<file path="config.mk">
export PLATFORM = sky130hd
export DESIGN_NAME = host_mailbox_flat
export DESIGN_NICKNAME = d
export VERILOG_FILES = /design/src/rtl/host_mailbox_if.sv /design/src/rtl/host_mailbox.sv /design/src/flat_wrapper.sv
export SDC_FILE = /design/constraint.sdc
export NUM_CORES = 1
export LEC_CHECK = 0
export ABC_CLOCK_PERIOD_IN_PS = 4200
export BUFFER_PORTS_ARGS = -buffer_cell sky130_fd_sc_hd__buf_2
export CAP_MARGIN = 10
export CORE_UTILIZATION = 61
export CTS_CLUSTER_DIAMETER = 100
export DETAILED_ROUTE_END_ITERATION = 7
export GPL_TIMING_DRIVEN = 1
export PLACE_DENSITY_LB_ADDON = 0.05
export SLEW_MARGIN = 15
export SYNTH_ARGS = -nofsm -noshare
export SYNTH_HDL_FRONTEND = slang
export SYNTH_SLANG_ARGS = --single-unit
</file>
<file path="constraint.sdc">
create_clock -name clk_i -period 4.2 [get_ports clk_i]
set_clock_uncertainty 0.05 [all_clocks]
set_input_delay 0.84 -clock clk_i [delete_from_list [all_inputs] [get_ports clk_i]]
set_output_delay 0.84 -clock clk_i [all_outputs]
set_load 0.01 [all_outputs]
</file>
<file path="src/rtl/host_mailbox_if.sv">
// Bundle of core data-memory snoop, tohost stream, fromhost write and status
// signals for host_mailbox. Suffixes are from the mailbox's point of view.
interface host_mailbox_if #(
    parameter int CH_W = 2
) ();
    logic            dm_en_i;
    logic            dm_wen_i;
    logic [31:0]     dm_addr_i;
    logic [31:0]     dm_din_i;
    logic            dm_hit_o;
    logic [31:0]     dm_dout_o;
    logic            dm_stall_o;
    logic            th_valid_o;
    logic            th_ready_i;
    logic [CH_W-1:0] th_chan_o;
    logic [31:0]     th_data_o;
    logic            fh_wen_i;
    logic [31:0]     fh_data_i;
    logic            done_o;
    logic            pass_o;
    logic [30:0]     fail_code_o;
    logic            timeout_o;

    modport master (
        output dm_en_i, dm_wen_i, dm_addr_i, dm_din_i, th_ready_i, fh_wen_i, fh_data_i,
        input  dm_hit_o, dm_dout_o, dm_stall_o, th_valid_o, th_chan_o, th_data_o,
        input  done_o, pass_o, fail_code_o, timeout_o
    );

    modport slave (
        input  dm_en_i, dm_wen_i, dm_addr_i, dm_din_i, th_ready_i, fh_wen_i, fh_data_i,
        output dm_hit_o, dm_dout_o, dm_stall_o, th_valid_o, th_chan_o, th_data_o,
        output done_o, pass_o, fail_code_o, timeout_o
    );
endinterface

</file>
<file path="src/rtl/host_mailbox.sv">
// Multi-channel tohost/fromhost mailbox snooping the core data-memory bus:
// tohost FIFO with core back-pressure, shared fromhost word, pass/fail decode and watchdog.
module host_mailbox #(
    parameter logic [31:0] TOHOST_ADDR    = 32'h8000_1000,
    parameter logic [31:0] FROMHOST_ADDR  = 32'h8000_1040,
    parameter int          NUM_CH         = 4,
    parameter int          FIFO_DEPTH     = 4,
    parameter int          TIMEOUT_CYCLES = 100000
) (
    input  logic           clk_i,
    input  logic           rst_n_i,
    host_mailbox_if.slave  bus
);
    localparam int          CH_W    = (NUM_CH > 1) ? $clog2(NUM_CH) : 1;
    localparam int          PW      = $clog2(FIFO_DEPTH);
    localparam int          EW      = CH_W + 32;
    localparam logic [31:0] TH_END  = TOHOST_ADDR + 32'(4 * NUM_CH);
    localparam bit          WD_EN   = (TIMEOUT_CYCLES > 0);
    localparam logic [31:0] WD_LAST = (TIMEOUT_CYCLES > 0) ? 32'(TIMEOUT_CYCLES - 1) : 32'd0;

    typedef enum logic [1:0] {
        ST_RUN     = 2'd0,
        ST_DONE    = 2'd1,
        ST_TIMEOUT = 2'd2
    } state_t;

    logic [EW-1:0]   mem_q [FIFO_DEPTH];
    logic [PW:0]     wr_ptr_q, wr_ptr_d;
    logic [PW:0]     rd_ptr_q, rd_ptr_d;
    logic [31:0]     fromhost_q, fromhost_d;
    logic [31:0]     dout_q, dout_d;
    logic [31:0]     cnt_q, cnt_d;
    state_t          state_q, state_d;
    logic            done_q, done_d;
    logic            pass_q, pass_d;
    logic [30:0]     fail_code_q, fail_code_d;
    logic            timeout_q, timeout_d;

    logic [31:0]     addr_word_s;
    logic            th_hit_s;
    logic            fh_hit_s;
    logic [CH_W-1:0] chan_s;
    logic            core_wr_s;
    logic            core_rd_s;
    logic            full_s;
    logic            empty_s;
    logic            push_s;
    logic            pop_s;
    logic            stall_s;
    logic [EW-1:0]   head_s;

    // Address decode; byte offset within a tohost word is ignored.
    always_comb begin
        addr_word_s = {bus.dm_addr_i[31:2], 2'b00};
        th_hit_s    = 1'b0;
        fh_hit_s    = 1'b0;
        chan_s      = bus.dm_addr_i[CH_W+1:2];
        if ((addr_word_s >= TOHOST_ADDR) && (addr_word_s < TH_END)) begin
            th_hit_s = 1'b1;
        end else begin
            th_hit_s = 1'b0;
        end
        if (bus.dm_addr_i == FROMHOST_ADDR) begin
            fh_hit_s = 1'b1;
        end else begin
            fh_hit_s = 1'b0;
        end
    end

    // FIFO flags and push/pop/stall qualification.
    always_comb begin
        core_wr_s = bus.dm_en_i & bus.dm_wen_i;
        core_rd_s = bus.dm_en_i & ~bus.dm_wen_i;
        empty_s   = (wr_ptr_q == rd_ptr_q);
        full_s    = (wr_ptr_q[PW] != rd_ptr_q[PW]) && (wr_ptr_q[PW-1:0] == rd_ptr_q[PW-1:0]);
        push_s    = core_wr_s & th_hit_s & ~full_s;
        stall_s   = core_wr_s & th_hit_s & full_s;
        pop_s     = ~empty_s & bus.th_ready_i;
        head_s    = mem_q[rd_ptr_q[PW-1:0]];
    end

    // Pointer next-state; pointers carry a wrap bit and roll over naturally.
    always_comb begin
        wr_ptr_d = wr_ptr_q;
        rd_ptr_d = rd_ptr_q;
        if (push_s) begin
            wr_ptr_d = wr_ptr_q + 1'b1;
        end else begin
            wr_ptr_d = wr_ptr_q;
        end
        if (pop_s) begin
            rd_ptr_d = rd_ptr_q + 1'b1;
        end else begin
            rd_ptr_d = rd_ptr_q;
        end
    end

    // FIFO storage and pointers; contents are cleared so head fields read 0 out of reset.
    always_ff @(posedge clk_i or negedge rst_n_i) begin
        if (!rst_n_i) begin
            for (int i = 0; i < FIFO_DEPTH; i++) begin
                mem_q[i] <= {EW{1'b0}};
            end
            wr_ptr_q <= {(PW+1){1'b0}};
            rd_ptr_q <= {(PW+1){1'b0}};
        end else begin
            if (push_s) begin
                mem_q[wr_ptr_q[PW-1:0]] <= {chan_s, bus.dm_din_i};
            end
            wr_ptr_q <= wr_ptr_d;
            rd_ptr_q <= rd_ptr_d;
        end
    end

    // Fromhost word (bench write beats core write) and 1-cycle read data.
    always_comb begin
        fromhost_d = fromhost_q;
        dout_d     = dout_q;
        if (bus.fh_wen_i) begin
            fromhost_d = bus.fh_data_i;
        end else if (core_wr_s && fh_hit_s) begin
            fromhost_d = bus.dm_din_i;
        end else begin
            fromhost_d = fromhost_q;
        end
        if (core_rd_s && (th_hit_s || fh_hit_s)) begin
            if (fh_hit_s) begin
                dout_d = fromhost_q;
            end else begin
                dout_d = 32'd0;
            end
        end else begin
            dout_d = dout_q;
        end
    end

    // Status FSM and watchdog; completion takes priority over expiry.
    always_comb begin
        state_d     = state_q;
        done_d      = done_q;
        pass_d      = pass_q;
        fail_code_d = fail_code_q;
        timeout_d   = timeout_q;
        cnt_d       = cnt_q;
        case (state_q)
            ST_RUN: begin
                if (push_s) begin
                    cnt_d = 32'd0;
                end else begin
                    cnt_d = cnt_q + 32'd1;
                end
                if (push_s && (chan_s == {CH_W{1'b0}}) && bus.dm_din_i[0]) begin
                    state_d     = ST_DONE;
                    done_d      = 1'b1;
                    pass_d      = (bus.dm_din_i == 32'd1);
                    fail_code_d = bus.dm_din_i[31:1];
                end else if (WD_EN && (cnt_q == WD_LAST)) begin
                    state_d   = ST_TIMEOUT;
                    timeout_d = 1'b1;
                end else begin
                    state_d = ST_RUN;
                end
            end
            ST_DONE: begin
                state_d = ST_DONE;
            end
            ST_TIMEOUT: begin
                state_d = ST_TIMEOUT;
            end
            default: begin
                state_d = ST_RUN;
            end
        endcase
    end

    // Fromhost, read data, status and watchdog registers.
    always_ff @(posedge clk_i or negedge rst_n_i) begin
        if (!rst_n_i) begin
            fromhost_q  <= 32'd0;
            dout_q      <= 32'd0;
            cnt_q       <= 32'd0;
            state_q     <= ST_RUN;
            done_q      <= 1'b0;
            pass_q      <= 1'b0;
            fail_code_q <= 31'd0;
            timeout_q   <= 1'b0;
        end else begin
            fromhost_q  <= fromhost_d;
            dout_q      <= dout_d;
            cnt_q       <= cnt_d;
            state_q     <= state_d;
            done_q      <= done_d;
            pass_q      <= pass_d;
            fail_code_q <= fail_code_d;
            timeout_q   <= timeout_d;
        end
    end

    assign bus.dm_hit_o    = bus.dm_en_i & (th_hit_s | fh_hit_s);
    assign bus.dm_stall_o  = stall_s;
    assign bus.dm_dout_o   = dout_q;
    assign bus.th_valid_o  = ~empty_s;
    assign bus.th_chan_o   = head_s[EW-1:32];
    assign bus.th_data_o   = head_s[31:0];
    assign bus.done_o      = done_q;
    assign bus.pass_o      = pass_q;
    assign bus.fail_code_o = fail_code_q;
    assign bus.timeout_o   = timeout_q;
endmodule

</file>
<file path="src/flat_wrapper.sv">
// flat-port wrapper written by rule: the top's interface ports become plain ports
module host_mailbox_flat 
#(
    parameter logic [31:0] TOHOST_ADDR    = 32'h8000_1000,
    parameter logic [31:0] FROMHOST_ADDR  = 32'h8000_1040,
    parameter int          NUM_CH         = 4,
    parameter int          FIFO_DEPTH     = 4,
    parameter int          TIMEOUT_CYCLES = 100000
)
  (clk_i, rst_n_i, bus_dm_en_i, bus_dm_wen_i, bus_dm_addr_i, bus_dm_din_i, bus_th_ready_i, bus_fh_wen_i, bus_fh_data_i, bus_dm_hit_o, bus_dm_dout_o, bus_dm_stall_o, bus_th_valid_o, bus_th_chan_o, bus_th_data_o, bus_done_o, bus_pass_o, bus_fail_code_o, bus_timeout_o);
  host_mailbox_if #(.CH_W(2)) bus_i ();
  input  logic clk_i;
  input  logic rst_n_i;
  input wire logic [$bits(bus_i.dm_en_i)-1:0] bus_dm_en_i;
  input wire logic [$bits(bus_i.dm_wen_i)-1:0] bus_dm_wen_i;
  input wire logic [$bits(bus_i.dm_addr_i)-1:0] bus_dm_addr_i;
  input wire logic [$bits(bus_i.dm_din_i)-1:0] bus_dm_din_i;
  input wire logic [$bits(bus_i.th_ready_i)-1:0] bus_th_ready_i;
  input wire logic [$bits(bus_i.fh_wen_i)-1:0] bus_fh_wen_i;
  input wire logic [$bits(bus_i.fh_data_i)-1:0] bus_fh_data_i;
  output wire logic [$bits(bus_i.dm_hit_o)-1:0] bus_dm_hit_o;
  output wire logic [$bits(bus_i.dm_dout_o)-1:0] bus_dm_dout_o;
  output wire logic [$bits(bus_i.dm_stall_o)-1:0] bus_dm_stall_o;
  output wire logic [$bits(bus_i.th_valid_o)-1:0] bus_th_valid_o;
  output wire logic [$bits(bus_i.th_chan_o)-1:0] bus_th_chan_o;
  output wire logic [$bits(bus_i.th_data_o)-1:0] bus_th_data_o;
  output wire logic [$bits(bus_i.done_o)-1:0] bus_done_o;
  output wire logic [$bits(bus_i.pass_o)-1:0] bus_pass_o;
  output wire logic [$bits(bus_i.fail_code_o)-1:0] bus_fail_code_o;
  output wire logic [$bits(bus_i.timeout_o)-1:0] bus_timeout_o;
  assign bus_i.dm_en_i = bus_dm_en_i;
  assign bus_i.dm_wen_i = bus_dm_wen_i;
  assign bus_i.dm_addr_i = bus_dm_addr_i;
  assign bus_i.dm_din_i = bus_dm_din_i;
  assign bus_i.th_ready_i = bus_th_ready_i;
  assign bus_i.fh_wen_i = bus_fh_wen_i;
  assign bus_i.fh_data_i = bus_fh_data_i;
  assign bus_dm_hit_o = bus_i.dm_hit_o;
  assign bus_dm_dout_o = bus_i.dm_dout_o;
  assign bus_dm_stall_o = bus_i.dm_stall_o;
  assign bus_th_valid_o = bus_i.th_valid_o;
  assign bus_th_chan_o = bus_i.th_chan_o;
  assign bus_th_data_o = bus_i.th_data_o;
  assign bus_done_o = bus_i.done_o;
  assign bus_pass_o = bus_i.pass_o;
  assign bus_fail_code_o = bus_i.fail_code_o;
  assign bus_timeout_o = bus_i.timeout_o;
  host_mailbox #(.TOHOST_ADDR(TOHOST_ADDR), .FROMHOST_ADDR(FROMHOST_ADDR), .NUM_CH(NUM_CH), .FIFO_DEPTH(FIFO_DEPTH), .TIMEOUT_CYCLES(TIMEOUT_CYCLES)) u_core (.clk_i(clk_i), .rst_n_i(rst_n_i), .bus(bus_i));
endmodule
</file>
Word-level counts from Yosys, hierarchy flattened
Index checks and enable logic that the tools add are counted.
{"block": "word_totals", "ff_bits": 274, "latch_bits": 0, "mem_bits_rw": 0, "mem_bits_ro": 0, "in_bits": 102, "out_inout_bits": 103, "memories": 0}
{"block": "op_classes", "add_sub_neg": 3, "mul": 0, "div_mod_pow": 0, "order_cmp": 5, "eq_ne": 8, "n_shift": 0, "n_mux": 15, "bitwise": 14, "reduce_logical": 13}
{"op": "136-bit bitwise mux", "n": 1}
{"op": "32-bit two-way mux", "n": 4}
{"op": "34-bit two-way mux", "n": 3}
{"op": "34-bit binary-select mux with 2-bit select", "n": 1}
{"op": "34-bit demux with 2-bit select", "n": 1}
{"op": "32-bit by 1-bit adder with 32-bit output (second input constant)", "n": 1}
{"op": "32-bit by 1-bit equality test with 1-bit output (second input constant)", "n": 1}
{"op": "32-bit by 17-bit equality test with 1-bit output (second input constant)", "n": 1}
{"op": "32-bit equality test (second input constant)", "n": 1}
{"op": "32-bit greater-or-equal comparator (second input constant)", "n": 1}
{"op": "32-bit < comparator (second input constant)", "n": 1}
{"op": "1-bit AND", "n": 7}
{"op": "1-bit logical AND", "n": 7}
{"op": "3-bit by 1-bit adder with 3-bit output (second input constant)", "n": 2}
{"op": "3-bit greater-or-equal comparator (second input constant)", "n": 2}
{"op": "2-bit inverter with 3-bit output", "n": 2}
{"op": "2-bit case mux with 3 select lines", "n": 1}
{"op": "2-bit logical NOT", "n": 2}
{"op": "2-bit two-way mux", "n": 2}
{"op": "1-bit inverter", "n": 4}
{"op": "3-bit equality test", "n": 1}
{"op": "3-bit by 1-bit < comparator with 1-bit output (second input constant)", "n": 1}
{"op": "3-bit AND reduction", "n": 1}
{"op": "2-bit by 1-bit equality test with 1-bit output (second input constant)", "n": 1}
{"op": "other kinds (8)", "n": 9}

Depth between registers and ports, before layout
Gate-level depths: netlist of run 1.
{"block": "logic_depth", "ltp_word": 9, "depth_mapped": 8}

Worst setup path before layout of run 1
No wires, ideal clock.
{"block": "synth_timing", "path_type": "input -> register", "start": "in bus_dm_addr_i[8]", "end": "reg u_core.fromhost_q[23]", "setup_time_ns": 0.125, "t_arrival_ns": 2.620, "setup_slack_ns": 1.406, "cell_stages": 6, "n_path_buf": 1, "path_cell_list": "nor4_2 nand4_1 nor4_4 buf_4 mux2_2 mux2_2"}
{"block": "synth_via", "elab_chain_len": 4}
{"element": "start, declared", "line_no": "flat_wrapper.sv:16", "rtl": "input wire logic [$bits(bus_i.dm_addr_i)-1:0] bus_dm_addr_i;"}
{"element": "32-bit equality test", "line_no": "host_mailbox.sv:63", "rtl": "if (bus.dm_addr_i == FROMHOST_ADDR) begin"}
{"element": "1-bit two-way mux", "line_no": "host_mailbox.sv:63"}
{"element": "1-bit logical AND", "line_no": "host_mailbox.sv:121", "rtl": "end else if (core_wr_s && fh_hit_s) begin"}
{"element": "2-bit nonzero test (no line)"}
{"element": "end signal, assigned", "line_no": "host_mailbox.sv:188", "rtl": "fromhost_q <= fromhost_d;"}
{"element": "end, declared", "line_no": "host_mailbox.sv:30", "rtl": "logic [31:0] fromhost_q, fromhost_d;"}
Every way passes these cells.
A chain may end at the register's enable or synchronous reset.

Worst setup path in the final report of run 1
{"block": "layout_timing", "start": "reg u_core.rd_ptr_q[0]", "end": "out bus_th_data_o[31]"}
{"block": "layout_via", "elab_chain_len": 4}
{"element": "start, declared", "line_no": "host_mailbox.sv:29", "rtl": "logic [PW:0] rd_ptr_q, rd_ptr_d;"}
{"element": "start signal, assigned", "line_no": "host_mailbox.sv:105", "rtl": "rd_ptr_q <= {(PW+1){1'b0}};"}
{"element": "start signal, assigned", "line_no": "host_mailbox.sv:111", "rtl": "rd_ptr_q <= rd_ptr_d;"}
{"element": "2-bit inverter with 3-bit output (implied by the code)", "line_no": "host_mailbox.sv:79", "rtl": "head_s = mem_q[rd_ptr_q[PW-1:0]];"}
{"element": "34-bit binary-select mux with 2-bit select", "line_no": "host_mailbox.sv:79"}
{"element": "34-bit two-way mux (implied by the code) (2 in a row)", "line_no": "host_mailbox.sv:79"}
{"element": "end, declared", "line_no": "flat_wrapper.sv:26", "rtl": "output wire logic [$bits(bus_i.th_data_o)-1:0] bus_th_data_o;"}
Every way passes these cells. The select of a mux whose other input is x is not followed.

==> flow_summary.ini, run 1 <==
[placement]
gp_congestion = 0.782
hpwl_um = 18300
io_buffers = 204

[die]
coreArea_sq_mm = 0.0204
ios = 205
die_x_um = 147
start_util_pct = 62.8
rows = 52
die-area_sq_mm = 0.0215
die_y_um = 147

[layout]
fillCellCount = 1358
seqCellArea_sq_mm = 0.00686
final_nets = 1201
final_common_cell = dfrtp_1
area_growth_pct = 16.5
drive_above_1_share_pct = 48.7
final_cell_mix = dfrtp_1, buf_2, mux2_2
multi_input_area_sq_mm = 0.00554

[worst_setup_path]
cp.arrival_ns = 2.42
end_kind = primary output
r2r_slack_ns = 1.36
r2r-start = u_core.rd_ptr_q[0]$_DFFE_PN0P_
critPathRequiredTime_ns = 3.31
critical_path_class = flop to primary output
worst-r2r-cell-count = 7
crit_end = bus_th_data_o[31]
r2r-end = u_core.mem_q[21]$_DFFE_PN0P_
start_kind = flop
cp-startpoint = u_core.rd_ptr_q[0]$_DFFE_PN0P_
cp_max_fo = 20

[clocking]
post_cts_resized = 0
clk-insertion-delay-late_ns = 0.53
cts-root-buf = clkbuf_16
numCtsBuffers = 29
h-tree-depth = 1
path_clk_slew_ns = 0.06
cts_sinks = 274
cts_hold_buffers = 0
post_cts_buffers = 0
cts_tree = yes
cts_buffer_depth = 3

[synthesis]
synth_edf_count = 0
syn_nets = 1002
synth_top_family_by_area = multiplexers
ys_seq_area_share_pct = 53.6
post_synth.cell_area_avg_sq_um = 14.3
synth.area.top_cells = dfrtp_1, mux2_2, mux2_4
synthXorXnorAreaFrac_pct = 2.65
yosysTopAreaCell = dfrtp_1
synth_compound_area_share_pct = 2.16
synth-main-ff-cell = dfrtp_1
synth-async-reset-ratio_pct = 100
synthAdderAreaFrac_pct = 0.587
synth_seq_cells = 274
synth_top_area_share_pct = 53.6
yosys.area_share.simple_pct = 8.68
syn_area_sq_mm = 0.0128
synth_cells = 894
synth.yosys.warnings = 0
ys_types = 48
yosys-mux-area-fraction_pct = 29.2

[sta]
fmax_mhz = 302
finalSetupViolations = 0
rsz0062_at_grt = false
worst_pin_slew_ns = 1.06
holdWs_ns = 0.301
period_minus_slack_ns = 3.31
hold_viol = 0
period_share_pct = 78.8
slew_viol_final = 0
tns_ns = 0
slew-limit-headroom_pct = 28.9

[outcome]
status = completed

[power]
p_comb_share_pct = 10.1
power.internal_mw = 4.53
vdd_drop_max_mv = 0.298
clkPwrFrac_pct = 43.2
pwr-share-seq_pct = 46.6
leakagePower_nw = 7.40
powerDensity_mw_per_mm2 = 400
switchingPower_mw = 1.42
switching_share_pct = 23.9

[route]
wl_um = 28700
drc_errors = 0
vias = 8018
vias_per_cell = 5.78
ant_nets = 0
dr.pass1.iters = 4
routedWlPerCell_um = 20.7
drt_iter0_drc = 370

[global_route]
antenna_found_initial = 1
grt_max_degree = 111
grt_pass1_vias = 8261
grt_overflow = 0
grt.total_usage_pct = 27.6
grt_first_pass_wirelength_um = 46300

[run]
cap_viol_max_count = 0

[worst_hold_path]
hp-class = primary input to asynchronous set/reset pin
## critical path, stage by stage (launching register included)
cell and delay, ns:
dfrtp_2 0.87, buf_12 0.30, mux4_2 0.56, buf_2 0.16
## cells in the mapped netlist, drive strengths merged, types with 16 or more instances
master,number
buf,28
clkbuf,21
dfrtp,274
mux2,233
mux4,34
nand2,85
nand3,16
nand4,19
nor2,41
nor4,20
o21ai,38
xor2,26
## registers in the layout, summed over array words and instances (netlist names)
register	flops
u_core.bus.timeout_o	1
u_core.mem_q	136
u_core.bus.dm_dout_o	32
u_core.rd_ptr_q	3
u_core.wr_ptr_q	3
u_core.cnt_q	32
u_core.bus.fail_code_o	31
u_core.bus.done_o	1
u_core.fromhost_q	32
u_core.state_q	2
u_core.bus.pass_o	1
## power by group through the flow
stage | clock, mW | sequential [mW] | combinational (mW)
floorplan | 0 | 2.75 | 0.418
global placement | 0 | 2.83 | 0.592
detailed placement | 0 | 2.83 | 0.608
CTS | 2.61 | 2.78 | 0.611
global route | 2.71 | 2.79 | 0.647
finish | 2.57 | 2.78 | 0.602
## kinds of logic after synthesis
family / Yosys count
DFF: 274
AOI/OAI and AO/OA: 45
xor gates and xnor gates: 37
buffers and inverters: 55
and+or+nand+nor: 210
muxes: 267
adders and majority gates: 6
## worst min path at each step
| stage | to | startpoint | cells after the start |
|---|---|---|---|
| final | u_core.mem_q[127]$_DFFE_PN0P_ | rst_n_i | 1 |
| after CTS | u_core.mem_q[127]$_DFFE_PN0P_ | rst_n_i | 1 |
| after global placement | u_core.bus.done_o$_DFFE_PN0P_ | u_core.bus.done_o$_DFFE_PN0P_ | 1 |
| after floorplan | u_core.rd_ptr_q[2]$_DFFE_PN0P_ | u_core.rd_ptr_q[2]$_DFFE_PN0P_ | 1 |
| after global routing | u_core.mem_q[127]$_DFFE_PN0P_ | rst_n_i | 1 |
| after detailed placement | u_core.bus.timeout_o$_DFFE_PN0P_ | u_core.bus.timeout_o$_DFFE_PN0P_ | 1 |
## metal layers
layer | up-vias | share of wire [%] | global-route usage [%]
met5 | - | 0 | 0
li1 | 3621 | - | -
met2 | 237 | 48 | 45.0
met4 | 0 | 1.5 | 5.94
met1 | 4131 | 45 | 39.5
met3 | 29 | 5.4 | 4.44
## layout make-up
cell class | instances | area share (%)
Sequential cell | 274 | 46.0
Multi-Input combinational cell | 565 | 37.2
Timing Repair Buffer | 217 | 7.83
Clock buffer | 45 | 5.68
Tap cell | 270 | 2.27
Clock inverter | 8 | 0.790
Inverter | 6 | 0.151
Antenna cell | 1 | 0.0168
## metrics by stage
| stage | area, sq um | worst slack, ns | cells | utilization (%) | power [mW] |
|---|---|---|---|---|---|
| 3_5_place_dp | 13900 | 0.902 | 1332 | 68.4 | 3.44 |
| 5_1_grt | 14900 | 0.719 | 1386 | 73.1 | 6.15 |
| 4_1_cts | 14900 | 0.819 | 1385 | 73.1 | 6.01 |
| 2_1_floorplan | 12800 | 1.41 | 894 | - | 3.17 |
| 6_report | 14900 | 0.891 | 1386 | 73.1 | 5.95 |
| 3_3_place_gp | 13900 | 0.935 | 1332 | 68.4 | 3.42 |
Note: power is estimated with default switching activity, not from simulation.
==> run 2: changes to the inputs <==
--- a/config.mk
+++ b/config.mk
@@ -5,10 +5,11 @@
 export SDC_FILE = /design/constraint.sdc
 export NUM_CORES = 1
 export LEC_CHECK = 0
-export ABC_CLOCK_PERIOD_IN_PS = 4200
+export ABC_AREA = 1
+export ABC_CLOCK_PERIOD_IN_PS = 3250
 export BUFFER_PORTS_ARGS = -buffer_cell sky130_fd_sc_hd__buf_2
 export CAP_MARGIN = 10
-export CORE_UTILIZATION = 61
+export CORE_UTILIZATION = 57
 export CTS_CLUSTER_DIAMETER = 100
 export DETAILED_ROUTE_END_ITERATION = 7
 export GPL_TIMING_DRIVEN = 1
==> constraint.sdc (replaced) <==
create_clock -name clk_i -period 3.25 [get_ports clk_i]
set_clock_uncertainty 0.05 [all_clocks]
set_input_delay 0.65 -clock clk_i [delete_from_list [all_inputs] [get_ports clk_i]]
set_output_delay 0.65 -clock clk_i [all_outputs]
set_load 0.01 [all_outputs]
==> run 2 against run 1 <==
Compared with the run above:
- routed wire length increased by 10%
- clock power increased by 25%
- cell count increased by 40%
- synthesized cell count increased by 67%
- flip-flop and latch count unchanged
- via count increased by 33%
- combinational power increased to 3.4 times the previous value
==> flow_summary.ini, run 2 <==
[route]
ant_nets = 0
vias = 10700
vias_per_cell = 5.48
routedWlPerCell_um = 16.3
dr.pass1.iters = 5
drc_errors = 0
wl_um = 31700
drt_iter0_drc = 716

[placement]
place_ws_ns = 0.360
hpwl_um = 21100
io_buffers = 204
placedCellCount = 1901
gp_congestion = 0.861

[worst_setup_path]
r2r_slack_ns = 0.52
cp-startpoint = u_core.rd_ptr_q[0]$_DFFE_PN0P_
start_kind = flop
critical_path_class = flop to primary output
r2r-end = u_core.mem_q[39]$_DFFE_PN0P_
worst-r2r-cell-count = 8
cp.arrival_ns = 2.25
cp_max_fo = 70
crit_end = bus_th_data_o[22]
r2r-start = u_core.rd_ptr_q[0]$_DFFE_PN0P_
end_kind = primary output
critPathRequiredTime_ns = 2.55

[sta]
hold_viol = 0
fmax_mhz = 339
period_minus_slack_ns = 2.95
rsz0062_at_grt = false
tns_ns = 0
worst_pin_slew_ns = 0.845
slew_viol_final = 0
setup_slack_ns = 0.302
holdWs_ns = 0.0461
finalSetupViolations = 0
slew-limit-headroom_pct = 43.3
period_share_pct = 90.7

[clocking]
clk-insertion-delay-late_ns = 0.54
cts-root-buf = clkbuf_16
post_cts_buffers = 0
post_cts_resized = 0
cts_hold_buffers = 0
path_clk_slew_ns = 0.06
h-tree-depth = 1
cts_sinks = 274
cts_buffer_depth = 3
numCtsBuffers = 29
cts_tree = yes

[layout]
fin_cells = 1947
final_cell_mix = nand2_1, dfrtp_1, buf_2
area_growth_pct = 16.4
num_antenna_cells = 0
multi_input_area_sq_mm = 0.00493
drive_above_1_share_pct = 18.3
seqCellArea_sq_mm = 0.00686
largest_reg_flops = 136
fillCellCount = 1775
final_common_cell = nand2_1
final_nets = 1765
top_register = u_core.mem_q

[global_route]
grt_overflow = 0
grt_max_degree = 80
grt_first_pass_wirelength_um = 51100
grt.total_usage_pct = 28.6
antenna_found_initial = 0
grt_pass1_vias = 9986

[power]
total_power_mw = 8.75
vdd_drop_max_mv = 0.412
leakagePower_nw = 7.34
powerDensity_mw_per_mm2 = 598

[synthesis]
synthXorXnorAreaFrac_pct = 1.67
yosys-mux-area-fraction_pct = 0
synth-async-reset-ratio_pct = 100
synth_top_area_share_pct = 54.5
ys_types = 35
synth_edf_count = 0
yosys.area_share.simple_pct = 22.5
synth_seq_cells = 274
synth.most_common_cell = nand2_1
synthAdderAreaFrac_pct = 0.597
synth_compound_area_share_pct = 14.3
synth-main-ff-cell = dfrtp_1
synth.top_cells.by_count = nand2_1, dfrtp_1, o21ai_0, nor2_1, o21ai_1
synth.area.top_cells = dfrtp_1, nand2_1, o21ai_0
ys_seq_area_share_pct = 54.5
synth_top_family_by_area = simple AND/OR/NAND/NOR gates
syn_area_sq_mm = 0.0126
post_synth.cell_area_avg_sq_um = 8.43
syn_nets = 1600
synth.yosys.warnings = 0
synth_cells = 1492
yosysTopAreaCell = dfrtp_1

[outcome]
status = completed

[run]
cap_viol_max_count = 0

[worst_hold_path]
hp-class = primary input to asynchronous set/reset pin

[die]
start_util_pct = 58.9
die_y_um = 151
die_x_um = 151
rows = 53
ios = 205
coreArea_sq_mm = 0.0214
die-area_sq_mm = 0.0227
[run 2: cell type report]
class                      instances  share of cell area, %
clock buffer                      40                   5.72
multi-input combinational       1034                   33.7
clock inverter                     6                  0.547
sequential                       274                   46.9
timing repair buffer             223                   8.37
tap                              275                   2.35
inverter                          95                   2.44
[run 2: worst max-delay path, cell delays in order, from the launching register on]
cell and delay (ns):
dfrtp_2 0.37, buf_4 0.58, o21ai_0 0.19, o22ai_1 0.35, buf_2 0.21
[run 2: metrics by stage]
step	cell area (sq um)	utilization, %
after global routing	14600	68.5
after floorplan	12600	-
final	14600	68.5
after detailed placement	13700	64.2
after global placement	13700	64.2
after CTS	14600	68.5
[run 2: power by group]
group	switching [mW]	internal [mW]
logic	1.35	0.680
registers	0.0291	3.48
clock network	1.29	1.93
total	2.67	6.08
[run 2: cell families (layout without fill, tap and decap cells)]
family	count (synthesis)	after routing
AO/OA/AOI/OAI	348	348
flip-flops	274	274
AND/OR/NAND/NOR	656	656
buffers and inverters	184	364
XOR/XNOR	24	24
adder cells (fa/ha/maj)	6	6
[run 2: how the worst min path moves through the flow]
stage                                                start                                    to  slack (ns)  cells past startpoint
final                                              rst_n_i  u_core.bus.dm_dout_o[30]$_DFFE_PN0P_        0.05                      1
after global routing                               rst_n_i  u_core.bus.dm_dout_o[28]$_DFFE_PN0P_        0.09                      1
after CTS                                          rst_n_i  u_core.bus.dm_dout_o[30]$_DFFE_PN0P_        0.08                      1
after floorplan                                    rst_n_i   u_core.bus.dm_dout_o[0]$_DFFE_PN0P_        0.30                      0
after global placement       u_core.bus.done_o$_DFFE_PN0P_         u_core.bus.done_o$_DFFE_PN0P_        0.39                      2
after detailed placement  u_core.bus.timeout_o$_DFFE_PN0P_      u_core.bus.timeout_o$_DFFE_PN0P_        0.40                      2
[run 2: metal layers]
| metal | GRT usage (%) | part of all wire, % | wire (um) |
|---|---|---|---|
| met5 | 0 | 0 | 0 |
| met4 | 8.03 | 2.3 | 719 |
| met3 | 3.52 | 6.3 | 1980 |
| met2 | 45.4 | 46 | 14600 |
| met1 | 41.5 | 45 | 14300 |
==> run 3: changes to the inputs <==
--- a/config.mk
+++ b/config.mk
@@ -6,15 +6,16 @@
 export NUM_CORES = 1
 export LEC_CHECK = 0
 export ABC_AREA = 1
-export ABC_CLOCK_PERIOD_IN_PS = 3250
+export ABC_CLOCK_PERIOD_IN_PS = 2400
 export BUFFER_PORTS_ARGS = -buffer_cell sky130_fd_sc_hd__buf_2
 export CAP_MARGIN = 10
-export CORE_UTILIZATION = 57
+export CORE_UTILIZATION = 51
 export CTS_CLUSTER_DIAMETER = 100
 export DETAILED_ROUTE_END_ITERATION = 7
 export GPL_TIMING_DRIVEN = 1
+export MAX_ROUTING_LAYER = met4
 export PLACE_DENSITY_LB_ADDON = 0.05
-export SLEW_MARGIN = 15
+export SLEW_MARGIN = 20
 export SYNTH_ARGS = -nofsm -noshare
 export SYNTH_HDL_FRONTEND = slang
 export SYNTH_SLANG_ARGS = --single-unit
==> constraint.sdc (replaced) <==
create_clock -name clk_i -period 2.4 [get_ports clk_i]
set_clock_uncertainty 0.05 [all_clocks]
set_input_delay 0.48 -clock clk_i [delete_from_list [all_inputs] [get_ports clk_i]]
set_output_delay 0.48 -clock clk_i [all_outputs]
set_load 0.01 [all_outputs]
==> run 3 against run 2 <==
Compared with the run above:
- sequential power grew 36%
- largest power group unchanged
- critical endpoint is now bus_th_data_o[16]
- worst hold slack improved by 0.10 ns
- register-to-register slack worse by 0.21 ns
- via count up 2.7%
- global-route usage fell by 0.73 points
- die area is 12% higher
- non-clock buffer count grew 42
- sequential share of layout area is 2.8 points lower
- the run now ends with setup timing left
- largest cell class unchanged
- combinational power rose by 82%
==> flow_summary.ini, run 3 (synthesis results as in run 2) <==
[worst_setup_path]
slowest_delay_ns = 0.45
start_kind = flop
path_cells = clkinv_4 > buf_12 > o21ai_0 > o22ai_2 > buf_2
end_kind = primary output
critPathTopFamily = buffers and inverters
cp_slowest_cell = dfrtp_2
worst-r2r-cell-count = 10
critical_path_class = flop to primary output
cp_num_buf_inv = 3
r2r-start = u_core.rd_ptr_q[0]$_DFFE_PN0P_
r2r-end = u_core.mem_q[113]$_DFFE_PN0P_
r2r_slack_ns = 0.31
cp.arrival_ns = 1.91
cp_max_fo = 14
critPathRequiredTime_ns = 1.87

[global_route]
grt_max_degree = 65
antenna_found_initial = 3
grt_pass1_vias = 10600
grt_overflow = 0
grt.total_usage_pct = 27.9
grt_first_pass_wirelength_um = 55300

[sta]
slew_viol_final = 0
finalSetupViolations = 1
tns_ns = -0.0395
period_minus_slack_ns = 2.44
worst_pin_slew_ns = 0.438
setup_slack_ns = -0.0395
hold_viol = 0
slew-limit-headroom_pct = 70.8
holdWs_ns = 0.146
rsz0062_at_grt = true
period_share_pct = 102
fmax_mhz = 410

[worst_hold_path]
hp-class = primary input to flop
hold_path_end = u_core.bus.fail_code_o[10]$_DFFE_PN0P_
min_path_cells = 3
hp-start = bus_dm_din_i[11]

[clocking]
cts_tree = yes
path_clk_slew_ns = 0.06
cts_sinks = 274
numCtsBuffers = 30
cts_buffer_depth = 3
cts-root-buf = clkbuf_16
h-tree-depth = 1
clk-insertion-delay-late_ns = 0.55

[power]
vdd_drop_max_mv = 0.504
leakagePower_nw = 7.78
switching_share_pct = 30.9
clkPwrFrac_pct = 35.2
total_power_mw = 13.1
p_comb_share_pct = 28.3
power.internal_mw = 9.03
powerDensity_mw_per_mm2 = 841
pwr-share-seq_pct = 36.5
switchingPower_mw = 4.05

[die]
rows = 57
ios = 205
die_y_um = 159
die_x_um = 159
start_util_pct = 51.8
coreArea_sq_mm = 0.0242
die-area_sq_mm = 0.0253

[outcome]
violations = setup timing
status = finished with violations

[placement]
place_ws_ns = 0.0642
gp_congestion = 0.839
placedCellCount = 1977
io_buffers = 204
hpwl_um = 22600
place_area_sq_mm = 0.0141

[layout]
final_common_cell = nand2_1
final_cell_mix = nand2_1, dfrtp_1, buf_2
largest_reg_flops = 136
fillCellCount = 2160
top_register = u_core.mem_q
fin_util_pct = 64.1
final_nets = 1808
area_growth_pct = 23.7
fin_area_sq_mm = 0.0156
drive_above_1_share_pct = 21.6
fin_cells = 2050

[route]
vias = 11000
drc_errors = 0
vias_per_cell = 5.35
drt_iter0_drc = 928
dr.pass1.iters = 7
wl_um = 34400
routedWlPerCell_um = 16.8
ant_nets = 0

[run]
cap_viol_max_count = 0
## run 3: cell types whose count changed in the layout (fill, tap and decap cells not counted), moves of 4 or more
cell / change
buf_12: +17
o21ai_1: +27
o21ai_2: +5
buf_4: +14
o22ai_1: -8
clkbuf_16: +5
o22ai_2: +8
clkbuf_8: +7
o21ai_0: -32
buf_6: +4
## run 3: timing repair
item                                   CTS  global route
pin swaps                                4            14
setup endpoints to repair               29            33
endpoints found under the hold margin   43             0
hold buffers                             1             0
setup buffers                            2             7
gates resized for setup                  9            59
gates cloned                             2             3
## run 3: how the worst max path moves through the flow
stage / start / to / slack, ns / cells after the start
2_1_floorplan: bus_dm_addr_i[15] / bus_dm_hit_o / 0.32 / 6
5_1_grt: u_core.rd_ptr_q[0]$_DFFE_PN0P_ / bus_th_data_o[16] / -0.11 / 5
6_report: u_core.rd_ptr_q[0]$_DFFE_PN0P_ / bus_th_data_o[16] / -0.04 / 5
4_1_cts: u_core.rd_ptr_q[0]$_DFFE_PN0P_ / bus_th_data_o[4] / -0.02 / 5
3_5_place_dp: bus_dm_addr_i[26] / u_core.bus.fail_code_o[13]$_DFFE_PN0P_ / 0.06 / 11
3_3_place_gp: bus_dm_addr_i[26] / u_core.bus.fail_code_o[19]$_DFFE_PN0P_ / 0.15 / 11
## run 3: routing by layer
metal	part of all wire, %	GRT usage (%)
met5	0	-
met4	2.2	7.52
met3	5.6	4.43
met2	48	44.5
met1	45	37.2
## run 3: worst register-to-register path, delay by kind of cell, from the launching register on
kind	cells	cell delay (ns)
and+or+nand+nor	6	0.84
buffers and inverters	3	0.57
AOI/OAI and AO/OA	1	0.10
DFF	1	0.45
## run 3: final cells by class
type,instances,area [sq um],area share (%)
multi-input combinational,1034,5010,32.2
clock inverter,6,30.0,0.193
tap,324,405,2.61
inverter,95,362,2.33
sequential,274,6860,44.1
antenna,3,7.51,0.0483
clock buffer,49,983,6.32
timing repair buffer,265,1890,12.2
## run 3: power by group through the flow
stage               clock, mW  sequential [mW]  combinational, mW
floorplan                   0             4.82               1.61
global placement            0             4.86               2.83
detailed placement          0             4.86               2.83
CTS                      4.69             4.76               3.11
global route             4.89             4.77               3.98
finish                   4.61             4.77               3.70
